===== config.mk =====
export PLATFORM = sky130hd
export DESIGN_NAME = pwm_seno_multi
export DESIGN_NICKNAME = d
export VERILOG_FILES = /design/src/rtl/pwm_seno_multi_pkg.sv /design/src/rtl/pwm_seno_lut.sv /design/src/rtl/pwm_seno_multi.sv
export SDC_FILE = /design/constraint.sdc
export NUM_CORES = 1
export LEC_CHECK = 0
export CORE_MARGIN = 1
export CORE_UTILIZATION = 55
export CTS_CLUSTER_DIAMETER = 50
export CTS_CLUSTER_SIZE = 12
export DETAILED_ROUTE_END_ITERATION = 6
export DONT_BUFFER_PORTS = 1
export GPL_ROUTABILITY_DRIVEN = 0
export PLACE_DENSITY = 0.73
export SLEW_MARGIN = 0
export SYNTH_ARGS = -nofsm -noshare
export SYNTH_HDL_FRONTEND = slang
export SYNTH_SLANG_ARGS = --single-unit

===== constraint.sdc =====
create_clock -name clk -period 15.3 [get_ports clk]
set_clock_uncertainty 0.2 [all_clocks]
set_input_delay 1.53 -clock clk [delete_from_list [all_inputs] [get_ports clk]]
set_output_delay 1.53 -clock clk [all_outputs]
set_load 0.02 [all_outputs]

===== src/rtl/pwm_seno_multi_pkg.sv =====
// Shared constants for the multi-channel sine PWM generator.
// Mode encodings and the elaboration-time sine table builder.
package pwm_pkg;

    localparam logic [1:0] MODE_OFF   = 2'b00;
    localparam logic [1:0] MODE_SINE  = 2'b01;
    localparam logic [1:0] MODE_FIXED = 2'b10;
    localparam logic [1:0] MODE_ON    = 2'b11;

    // Sine via Taylor series on an angle folded into [-pi, pi]; only
    // evaluated with constant arguments while building the ROM.
    function automatic int sine_value(input int k, input int r, input int l);
        real pi;
        real x;
        real term;
        real s;
        real half;
        real v;
        int  res;
        pi   = 3.14159265358979323846;
        x    = 2.0 * pi * real'(k) / real'(1 << l);
        if (x > pi) begin
            x = x - 2.0 * pi;
        end
        term = x;
        s    = x;
        for (int n = 1; n < 14; n++) begin
            term = -term * x * x / real'((2 * n) * (2 * n + 1));
            s    = s + term;
        end
        half = real'(1 << (r - 1));
        v    = half + half * s + 0.5;
        if (v < 0.0) begin
            v = 0.0;
        end
        res = $rtoi(v);
        if (res > (1 << r) - 1) begin
            res = (1 << r) - 1;
        end
        return res;
    endfunction

endpackage


===== src/rtl/pwm_seno_lut.sv =====
// Combinational sine ROM: 2^L entries of R-bit duty values.
// Contents are fixed at elaboration from pwm_pkg::sine_value.
module pwm_seno_lut
    import pwm_pkg::*;
#(
    parameter int R = 8,
    parameter int L = 5
) (
    input  logic [L-1:0] addr,
    output logic [R-1:0] duty
);

    logic [R-1:0] rom [2**L];

    for (genvar k = 0; k < 2**L; k++) begin : g_rom
        localparam int V = sine_value(k, R, L);
        assign rom[k] = V[R-1:0];
    end

    assign duty = rom[addr];

endmodule


===== src/rtl/pwm_seno_multi.sv =====
// Multi-channel sine-modulated PWM with a double-buffered config port.
// Settings and duty values only change at period boundaries.
module pwm_seno_multi
    import pwm_pkg::*;
#(
    parameter int R  = 8,
    parameter int CH = 3,
    parameter int L  = 5,
    parameter int DW = 16
) (
    input  logic              clk,
    input  logic              reset,
    input  logic              cfg_valid,
    output logic              cfg_ready,
    input  logic [DW-1:0]     cfg_div,
    input  logic [2*CH-1:0]   cfg_mode,
    input  logic [L*CH-1:0]   cfg_offset,
    input  logic [R-1:0]      cfg_duty,
    output logic [CH-1:0]     pwm_out,
    output logic              period_tick,
    output logic [L-1:0]      phase_idx
);

    localparam logic [DW-1:0]   DIV_DEF  = DW'(1);
    localparam logic [2*CH-1:0] MODE_DEF = {CH{MODE_SINE}};
    localparam logic [R-1:0]    DUTY_DEF = {1'b1, {(R-1){1'b0}}};

    logic [R-1:0]    cnt;
    logic [DW-1:0]   prescale;
    logic [L-1:0]    phase;
    logic [L-1:0]    phase_next;
    logic            pending;
    logic            pend;
    logic            apply;
    logic            handshake;
    logic            step;

    logic [DW-1:0]   div_act;
    logic [DW-1:0]   div_sh;
    logic [DW-1:0]   div_eff;
    logic [2*CH-1:0] mode_act;
    logic [2*CH-1:0] mode_sh;
    logic [2*CH-1:0] mode_sel;
    logic [L*CH-1:0] off_act;
    logic [L*CH-1:0] off_sh;
    logic [L*CH-1:0] off_sel;
    logic [R-1:0]    duty_act;
    logic [R-1:0]    duty_sh;
    logic [R-1:0]    duty_sel;

    assign pend      = (cnt == '1);
    assign handshake = cfg_valid & ~pending;
    assign apply     = pend & pending;
    assign cfg_ready = ~pending;
    assign phase_idx = phase;

    assign div_eff = (div_act == '0) ? DIV_DEF : div_act;
    assign step    = (prescale == div_eff - DIV_DEF);

    // On the apply edge the new settings feed the duty computation directly.
    assign mode_sel = apply ? mode_sh : mode_act;
    assign off_sel  = apply ? off_sh  : off_act;
    assign duty_sel = apply ? duty_sh : duty_act;

    always_comb begin
        phase_next = phase;
        if (apply) begin
            phase_next = '0;
        end else if (step) begin
            phase_next = phase + L'(1);
        end
    end

    always_ff @(posedge clk or posedge reset) begin
        if (reset) begin
            cnt         <= '0;
            prescale    <= '0;
            phase       <= '0;
            period_tick <= 1'b0;
        end else begin
            cnt         <= cnt + R'(1);
            period_tick <= pend;
            if (pend) begin
                phase <= phase_next;
                if (apply || step) begin
                    prescale <= '0;
                end else begin
                    prescale <= prescale + DW'(1);
                end
            end
        end
    end

    always_ff @(posedge clk or posedge reset) begin
        if (reset) begin
            pending  <= 1'b0;
            div_act  <= DIV_DEF;
            mode_act <= MODE_DEF;
            off_act  <= '0;
            duty_act <= DUTY_DEF;
            div_sh   <= '0;
            mode_sh  <= '0;
            off_sh   <= '0;
            duty_sh  <= '0;
        end else if (handshake) begin
            div_sh   <= cfg_div;
            mode_sh  <= cfg_mode;
            off_sh   <= cfg_offset;
            duty_sh  <= cfg_duty;
            pending  <= 1'b1;
        end else if (apply) begin
            div_act  <= div_sh;
            mode_act <= mode_sh;
            off_act  <= off_sh;
            duty_act <= duty_sh;
            pending  <= 1'b0;
        end
    end

    for (genvar i = 0; i < CH; i++) begin : g_ch
        logic [1:0]   md;
        logic [L-1:0] addr;
        logic [R-1:0] sine;
        logic [R-1:0] duty_nx;
        logic [R-1:0] duty_q;
        logic         on;
        logic         pwm_q;

        assign md   = mode_sel[2*i +: 2];
        assign addr = phase_next + off_sel[L*i +: L];
        assign on   = (mode_act[2*i +: 2] == MODE_ON);

        pwm_seno_lut #(
            .R(R),
            .L(L)
        ) u_lut (
            .addr(addr),
            .duty(sine)
        );

        always_comb begin
            duty_nx = '0;
            unique case (md)
                MODE_SINE:  duty_nx = sine;
                MODE_FIXED: duty_nx = duty_sel;
                default:    duty_nx = '0;
            endcase
        end

        always_ff @(posedge clk or posedge reset) begin
            if (reset) begin
                duty_q <= '0;
                pwm_q  <= 1'b0;
            end else begin
                if (pend) begin
                    duty_q <= duty_nx;
                end
                pwm_q <= (cnt < duty_q) | on;
            end
        end

        assign pwm_out[i] = pwm_q;
    end

endmodule


Word-level counts from Yosys, hierarchy flattened
Memory sizes are Yosys's and may differ from the RTL's.
Index checks and enable logic that the tools add are counted.
{ "word_totals": {"n_memories": 3, "elab_cells": 78, "output_inout_bits": 10, "mem_bits_ro": 768, "reg_bits": 148, "in_bits": 48} }
{ "memory_table": {"columns": ["memory", "words", "word_bits", "read_ports", "rd_clocked_by_memory_dff", "wr", "line", "source"], "rows": [
  ["(name not given)", 32, 8, 1, 0, 0, "pwm_seno_lut.sv:20", "assign duty = rom[addr];"],
  ["(name not given)", 32, 8, 1, 0, 0, "pwm_seno_lut.sv:20", null],
  ["(name not given)", 32, 8, 1, 0, 0, "pwm_seno_lut.sv:20", null]
]} }
{ "op_classes": {"n_lt_le_gt_ge": 6, "addsub": 7, "mux": 18, "n_reduce_logical": 4, "n_bitwise": 10, "n_eq_ne": 11} }
{ "op_table": {"columns": ["operator", "count"], "rows": [
  ["$mux 8", 7],
  ["$pmux 8 s2", 3],
  ["$mux 16", 2],
  ["$lt 8x8->1", 3],
  ["$ge 6x6->1 const B", 3],
  ["$not 5->6", 3],
  ["$add 16x1->16 const B", 1],
  ["$eq 16x16->1", 1],
  ["$logic_not 16->1", 1],
  ["$sub 16x1->16 const B", 1],
  ["$add 5x5->5", 3],
  ["$mux 15", 1],
  ["$eq 2x2->1 const B", 6],
  ["$mux 5", 2],
  ["$add 8x1->8 const B", 1],
  ["$eq 8x8->1 const B", 1],
  ["$eq 2x1->1 const B", 3],
  ["$mux 6", 1],
  ["$add 5x1->5 const B", 1],
  ["$or 1x1->1", 3],
  ["$and 1x1->1", 2],
  ["$mux 1", 2],
  ["$not 1->1", 2],
  ["$reduce_and 2->1", 1],
  ["2 further kinds", 2]
]} }

Logic depth before layout (Yosys ltp)
Gate-level depths: netlist (run 1).
{ "depth": {"ltp_word": 12, "mapped_depth": 26, "mapped_depth_nobuf": 24} }

Hierarchy
A second synthesis (run 1) with hierarchy kept.
{ "hier_totals": {"hier_cells": 897, "area_unflattened_um2": 9282.7} }
{ "by_module_without_submodules": {"columns": ["mod", "cells_each", "instances", "seq_area_each_um2", "area_per_inst_um2"], "rows": [
  ["pwm_seno_multi", 706, 1, 3709.8, 7946.4],
  ["pwm_seno_lut (g_ch[1].u_lut ...)", 63, 2, 0.0, 451.7],
  ["pwm_seno_lut (g_ch[0].u_lut)", 65, 1, 0.0, 432.9]
]} }

Worst setup path after synthesis (run 1)
Ideal clock, no wire load.
{ "synth_timing": {"path_type": "register to register", "start": "register div_act[10]", "end": "register g_ch[0].duty_q[4]", "t_required_ns": 15.018, "arrival_time_ns": 5.248, "path_buffers": 1, "synth_period_minus_slack_ns": 5.530, "stages_incl_launch_ff": 24, "setup_slack_ns": 9.770, "setup_ns": 0.082, "path_cell_list": "dfrtp_1 > nor4_4 > nand2_1 > nor4_1 > nor2_1 > ha_1 > nor4b_1 > or4b_2 > a311oi_2 > nand2_1 > mux2i_1 > nor2_1 > ha_1 > a21o_1 > a21oi_1 > xnor2_1 > clkbuf_1 > nor2_1 > a21oi_1 > nor2_1 > a21oi_1 > nor4b_1 > a31oi_1 > a31oi_1"} }
{ "synth_between": {"elab_chain_len": 12} }
{ "synth_lines": {"columns": ["element", "line", "source"], "rows": [
  ["start, declared", "pwm_seno_multi.sv:38", "logic [DW-1:0] div_act;"],
  ["start signal, assigned", "pwm_seno_multi.sv:112", "div_act <= div_sh;"],
  ["$logic_not 16->1", "pwm_seno_multi.sv:57", "assign div_eff = (div_act == '0) ? DIV_DEF : div_act;"],
  ["$mux 16 (*)", "pwm_seno_multi.sv:57", null],
  ["$sub 16x1->16 (*)", "pwm_seno_multi.sv:58", "assign step = (prescale == div_eff - DIV_DEF);"],
  ["$eq 16x16->1 (*)", "pwm_seno_multi.sv:58", null],
  ["$mux 5 (*)", "pwm_seno_multi.sv:69", "end else if (step) begin"],
  ["$mux 5 (*)", "pwm_seno_multi.sv:67", "if (apply) begin"],
  ["via phase_next[1]", "pwm_seno_multi.sv:31", "logic [L-1:0] phase_next;"],
  ["$add 5x5->5 (*)", "pwm_seno_multi.sv:130", "assign addr = phase_next + off_sel[L*i +: L];"],
  ["$not 5->6 (not written as such) (*)", "pwm_seno_lut.sv:20", null],
  ["$mem_v2 32x8 (*)", null, null],
  ["$mux 8 (not written as such) (*) (2 in a row)", "pwm_seno_lut.sv:20", null],
  ["$pmux 8 s2 (*)", "pwm_seno_multi.sv:143", "unique case (md)"],
  ["end signal, assigned", "pwm_seno_multi.sv:156", "duty_q <= duty_nx;"],
  ["end, declared", "pwm_seno_multi.sv:125", "logic [R-1:0] duty_q;"]
]} }
Mark *: on every way through the listed nets, which the timed path passes. The rest lies on a longest branch. The select of a mux whose other input is x is not followed.
A chain may end at the register's enable or synchronous reset.

Worst setup path after layout (run 1)
{ "layout_timing": {"start": "register div_act[10]", "end": "register g_ch[1].duty_q[5]"} }
{ "layout_between": {"elab_chain_len": 12} }
{ "layout_lines": {"columns": ["element", "line"], "rows": [
  ["$logic_not 16->1", "pwm_seno_multi.sv:57"],
  ["$mux 16 (*)", "pwm_seno_multi.sv:57"],
  ["$sub 16x1->16 (*)", "pwm_seno_multi.sv:58"],
  ["$eq 16x16->1 (*)", "pwm_seno_multi.sv:58"],
  ["$mux 5 (*)", "pwm_seno_multi.sv:69"],
  ["$mux 5 (*)", "pwm_seno_multi.sv:67"],
  ["via phase_next[1]", "pwm_seno_multi.sv:31"],
  ["$add 5x5->5 (*)", "pwm_seno_multi.sv:130"],
  ["$not 5->6 (not written as such) (*)", "pwm_seno_lut.sv:20"],
  ["$mem_v2 32x8 (*)", null],
  ["$mux 8 (not written as such) (*) (2 in a row)", "pwm_seno_lut.sv:20"],
  ["$pmux 8 s2 (*)", "pwm_seno_multi.sv:143"],
  ["end signal, assigned", "pwm_seno_multi.sv:156"],
  ["end, declared", "pwm_seno_multi.sv:125"]
]} }
Marks and branches as above.

==> results of run 1 <==
==> kinds of logic after synthesis <==
family | share of synthesized area
flops | 0.409
fa+ha+maj | 0.0977
mux | 0.0785
xor+xnor | 0.0499
buf+inv | 0.0363
compound gates | 0.134
simple gates | 0.195
==> cells in the mapped netlist, types with 4 or more instances <==
master    instances
and3_1            5
o31ai_1           5
o21ai_1           7
nor2b_1           8
o21ai_0          44
nor4_1            5
o211ai_1          7
clkbuf_1         28
mux2_2           45
nor2_1           64
nand2_1         228
a21oi_1          53
nand3_1          36
nor3_1           14
a21o_1           14
xnor2_1          32
inv_1            45
xor2_1           16
dfrtp_1         143
ha_1             66
o31a_1            4
nand4_1           4
a31oi_1           4
mux2i_1          18
a22oi_1           4
o22ai_1           4
nand2b_1         13
a32oi_1           9
dfstp_2           5
==> worst reg2reg max path, cell delays in order, from the launching register on <==
cell and delay, ns:
dfrtp_1 0.46, nor4_4 0.44, nand2_1 0.17, nor4_1 0.34, nor2_1 0.08, ha_1 0.23
nor4b_1 0.18, or4b_2 0.66, a311oi_2 0.28, nand2_1 0.25, mux2i_1 0.18, nor2_1 0.76
ha_1 0.27, a21o_1 0.10, a21oi_1 0.07, xnor2_1 0.73, nand2_1 0.16, o22a_1 0.26
nand3_1 0.10, mux2i_1 0.07, a2111oi_0 0.44, nor2_1 0.09
==> power breakdown <==
group	leakage [nW]	internal, mW	switching [mW]	total [mW]
Clock	0.293	0.245	0.178	0.423
Sequential	1.96	0.405	0.00770	0.413
Combinational	2.44	0.0104	0.0104	0.0208
Total	4.69	0.661	0.196	0.857
==> routing by layer <==
metal / global-route usage / routed length [um] / share of wire / up-vias
met5: 0 / 0 / 0 / -
met4: 0.0764 / 322 / 0.016 / 0
met3: 0.0493 / 1060 / 0.052 / 24
met2: 0.413 / 9170 / 0.45 / 187
met1: 0.362 / 9730 / 0.48 / 3302
li1: - / - / - / 3455
==> registers in the layout (all words and copies together) (netlist names) <==
register     cells
cnt              8
div_act         16
div_sh          16
duty_act         8
duty_sh          8
g_ch.duty_q     24
g_ch.pwm_q       3
mode_act         6
mode_sh          6
off_act         15
off_sh          15
pending          1
period_tick      1
phase_idx        5
prescale        16
==> cell type report <==
class / count / area share
multi-input cells: 773 / 0.513
repair buffers: 6 / 0.00457
clock buffers: 17 / 0.0432
clock inverters: 15 / 0.0173
well taps: 216 / 0.0274
flip-flops and latches: 148 / 0.377
inverters: 45 / 0.0177
==> per-stage QoR <==
| stage | util | cell area (um^2) | setup slack, ns |
|---|---|---|---|
| 2_1_floorplan | - | 9070 | 9.60 |
| 4_1_cts | 0.615 | 9850 | 8.72 |
| 6_report | 0.615 | 9850 | 8.65 |
| 3_3_place_gp | 0.578 | 9250 | 8.95 |
| 3_5_place_dp | 0.578 | 9250 | 8.76 |
| 5_1_grt | 0.615 | 9850 | 8.08 |
==> cell usage in the layout, fill, tap and decap left out, types with 9 or more instances in the layout <==
cell type / instances
ha_1: 66
mux2_2: 45
nand2_1: 228
a32oi_1: 9
o21ai_0: 44
nor3_1: 14
nand3_1: 35
mux2i_1: 18
dfrtp_1: 143
clkbuf_16: 17
nor2_1: 63
xnor2_1: 32
a21oi_1: 53
nand2b_1: 13
inv_1: 44
xor2_1: 16
a21o_1: 14
==> how the worst max path moves through the flow <==
stage,from,endpoint,depth (start not counted)
2_1_floorplan,reset,cnt[0],1
3_3_place_gp,div_act[10],g_ch[0].duty_q[5],21
3_5_place_dp,div_act[10],g_ch[0].duty_q[5],21
4_1_cts,div_act[10],g_ch[1].duty_q[5],21
5_1_grt,div_act[10],g_ch[1].duty_q[5],23
6_report,div_act[10],g_ch[1].duty_q[5],21
==> reports/metrics.csv, run 1 <==
metric,value,unit
cpLargestDelayFamily,simple AND/OR/NAND/NOR gates,
postSynthAreaPerCell,9.04,um^2
rrSetupSlack,8.65,ns
holdWs,0.267,ns
synth_nets,1120,
post-place-cells,1188,
antenna_left,0,
p_total,0.857,mW
numClockSinks,148,
die_y,130,um
synth_cell_types,68,
worstSetupPathType,flip-flop to flip-flop,
hold_viol,0,
max_freq,150,MHz
grt_pass1_vias,6744,
numCtsBuffers,17,
antenna_found_initial,0,
fp.dieW,130,um
num_vias,6968,
rsz0062_at_grt,false,
ys.flop_type,dfrtp_1,
clk_path_buf_depth,2,
ios,58,
slew_headroom,0.346,
cpPeakStageDelay,0.76,ns
grt_usage,0.260,
rr_startpoint,div_act[10],
drive_gt1_frac,0.105,
synth_top_area_cell,dfrtp_1,
finalCritPeriodShare,0.435,
wl,20.3,mm
r2r-end,g_ch[1].duty_q[5],
min_from,off_act[5],
slew_viol_final,0,
min_to,off_act[5],
regArea,0.00371,mm^2
grt_first_pass_wirelength,34.0,mm
synth_top_cell_area_share,0.395,
end_kind,flip-flop,
synthArstFlopShare,1.00,
status,finished clean,
dieArea,0.0170,mm^2
ctsHoldBuffers,0,
drc,0,
crit_slowest_cell,nor2_1,
worstHoldPathCells,2,
grt-ovfl-total,0,
path_clk_slew,0.07,ns
min_period,6.65,ns
area_growth_syn_to_layout,8.55,%
multiInputGateArea,0.00505,mm^2
max_cap_viol_count,0,
finalSetupViolCount,0,
worst_setup_path_start_kind,flip-flop,
portBuffers,0,
design.core.area,0.0160,mm^2
synth.cell_area,0.00907,mm^2
fillers,1424,
crit_arrival,6.74,ns
ir_drop,0.0960,mV
wl_per_cell,16.6,um
critical_path.cell_chain,nor4_4 > nand2_1 > nor4_1 > nor2_1 > ha_1 > nor4b_1 > or4b_2 > a311oi_2 > nand2_1 > mux2i_1 > nor2_1 > ha_1 > a21o_1 > a21oi_1 > xnor2_1 > nand2_1 > o22a_1 > nand3_1 > mux2i_1 > a2111oi_0 > nor2_1,
diodes,0,
synth_edf_count,0,
final_net_count,1108,
vias_per_cell,5.71,
leakage,4.69,nW
instances_no_fill,1220,
yosysWarnings,0,
hold_class,flip-flop to flip-flop,
drt_first_iter_violations,580,
dp_hpwl,14.8,mm
crit_path_max_fanout,14,
fin_setup_tns,0,ns
initial_core_util,0.567,
cts_max_level,4,
clock_latency,0.43,ns
syn_inst,1003,
ys_ff_latch,148,
drt_pass1_iterations,5,
grt_max_degree,76,
tightestPinTransition,0.977,ns
cts_tree,yes,
power_density,87.0,mW/mm^2
ctsResizeCount,0,
reg2reg_depth,21,
row_count,46,
crit_buf_inv,0,
critPathRequiredTime,15.40,ns
cts_root_buffer,clkbuf_16,
netlist_top_cells_area,"dfrtp_1, nand2_1, ha_1",
synth-seq-area-share,0.409,
post_cts_buffers,0,
Note: power is estimated with default switching activity, not from simulation.
==> inputs of run 2 (changes only) <==
clock period = 6.18 ns   (was 15.3 ns; I/O delays follow)
==> reports/metrics.csv, run 2 (same netlist as run 1, synthesis figures left out) <==
metric,value,unit,change
cp-startpoint,div_act[10],,
largest_reg_flops,24,,unchanged
diodes,0,,unchanged
cts_max_level,4,,unchanged
design.core.area,0.0160,mm^2,unchanged
cpLargestDelayFamily,simple AND/OR/NAND/NOR gates,,
place_area,0.00941,mm^2,+1.7%
cp.depth,21,,unchanged
ctsHoldBuffers,0,,unchanged
final_net_count,1129,,+1.9%
status,finished clean,,
worst_setup_path_start_kind,flip-flop,,
dp_hpwl,15.2,mm,+2.4%
grt_max_degree,95,,+25%
slew_headroom,0.441,,+0.0945
largest_register,g_ch.duty_q,,
ir_drop,0.207,mV,+120%
max_cap_viol_count,0,,unchanged
crit_buf_inv,1,,+1
final_common_cell,nand2_1,,
grt-ovfl-total,0,,unchanged
rr_startpoint,div_act[10],,
die_y,130,um,unchanged
fin_setup_tns,0,ns,unchanged
grt_first_pass_wirelength,35.2,mm,+3.6%
drive_gt1_frac,0.128,,+0.0232
max_freq,170,MHz,+13%
fp.dieW,130,um,unchanged
worst_slack,0.291,ns,-8.36 ns
rrSetupSlack,0.29,ns,-8.36 ns
cpPeakStageDelay,0.68,ns,-0.08 ns
tightestPinTransition,0.839,ns,-0.138 ns
final_cell_mix,"nand2_1, dfrtp_1, ha_1",,
drt_pass1_iterations,5,,unchanged
leakage,4.79,nW,+2.2%
crit_end,g_ch[0].duty_q[5],,
power_density,210,mW/mm^2,+140%
num_vias,7146,,+2.6%
grt_pass1_vias,6997,,+3.8%
clk_path_buf_depth,2,,unchanged
r2r-end,g_ch[0].duty_q[5],,
antenna_left,0,,unchanged
hold_viol,0,,unchanged
clock_latency,0.44,ns,about the same
crit_path_max_fanout,7,,-7
numClockSinks,148,,unchanged
crit_slowest_cell,or4b_2,,
p_total,2.11,mW,+150%
finalSetupViolCount,0,,unchanged
ios,58,,unchanged
reg2reg_depth,21,,unchanged
pre_cts_slack,0.138,ns,-8.62 ns
grt_usage,0.269,,+0.00920
rsz0062_at_grt,false,,
dieArea,0.0170,mm^2,unchanged
numCtsBuffers,17,,unchanged
post_cts_buffers,0,,unchanged
finalCritPeriodShare,0.953,,+0.518
antenna_found_initial,0,,unchanged
critPathRequiredTime,6.34,ns,-9.06 ns
wl,21.0,mm,+3.6%
slew_viol_final,0,,unchanged
hold_class,input pin to async pin,,
vias_per_cell,5.76,,+0.82%
crit_arrival,6.05,ns,-0.69 ns
wl_per_cell,16.9,um,+1.8%
area_growth_syn_to_layout,10.8,%,
cts_root_buffer,clkbuf_16,,
min_period,5.89,ns,-0.759 ns
path_clk_slew,0.07,ns,about the same
cts_tree,yes,,
portBuffers,0,,unchanged
drt_first_iter_violations,630,,+8.6%
end_kind,flip-flop,,
fillers,1376,,-3.4%
critical_path.cell_chain,nor4_4 > nand2_2 > nor4_4 > nor2_1 > ha_1 > nor4b_1 > or4b_2 > a311oi_4 > nand2_2 > xor2_1 > nor2_1 > ha_1 > fa_2 > inv_1 > ha_1 > a21oi_1 > o22ai_1 > nand3_1 > mux2i_1 > a2111oi_2 > nor2_1,,
worstSetupPathType,flip-flop to flip-flop,,
row_count,46,,unchanged
drc,0,,unchanged
stdcell_area,0.0100,mm^2,+2.1%
initial_core_util,0.567,,unchanged
[run 2: worst min path at each step]
stage | slack, ns | startpoint | to
floorplan | 0.23 | div_sh[10] | div_act[10]
global placement | 0.25 | div_sh[5] | div_act[5]
detailed placement | 0.26 | div_sh[7] | div_act[7]
CTS | 0.06 | reset | off_sh[0]
global route | 0.08 | reset | off_sh[0]
finish | 0.01 | reset | off_sh[0]
[run 2: power by group]
part / internal [mW] / leakage (nW) / switching [mW] / total [mW]
logic: 0.0258 / 2.56 / 0.0265 / 0.0523
clock network: 0.602 / 0.273 / 0.432 / 1.03
registers: 1.00 / 1.96 / 0.0187 / 1.02
[run 2: layer usage]
metal,global-route usage,wire length [um]
met1,0.389,10300
met4,0.0832,344
met5,0,0
met2,0.413,9210
met3,0.0456,1190
[run 2: per-stage QoR]
stage | hold slack [ns] | utilization | std cells
2_1_floorplan | 0.235 | - | 1003
3_3_place_gp | 0.251 | 0.588 | 1209
3_5_place_dp | 0.255 | 0.588 | 1209
4_1_cts | 0.0559 | 0.624 | 1241
5_1_grt | 0.0796 | 0.628 | 1241
6_report | 0.0126 | 0.628 | 1241
[run 2: final cells by class]
cell class | count | area [um^2] | share of cell area
clock buffers | 20 | 437 | 0.0435
clock inverters | 12 | 144 | 0.0143
inverters | 45 | 174 | 0.0173
multi-input cells | 773 | 5110 | 0.509
flip-flops and latches | 148 | 3710 | 0.369
well taps | 216 | 270 | 0.0269
repair buffers | 27 | 203 | 0.0202
[run 2: timing repair]
item,4_1_cts,5_1_grt
resized for setup,0,14
endpoints found under the setup margin,0,24
endpoints found under the hold margin,0,0
==> inputs of run 3 (changes only) <==
CTS_CLUSTER_SIZE = 20   (was 12)
==> results of run 3 <==
Final layout, timing and power as in run 2 (identical DEF).
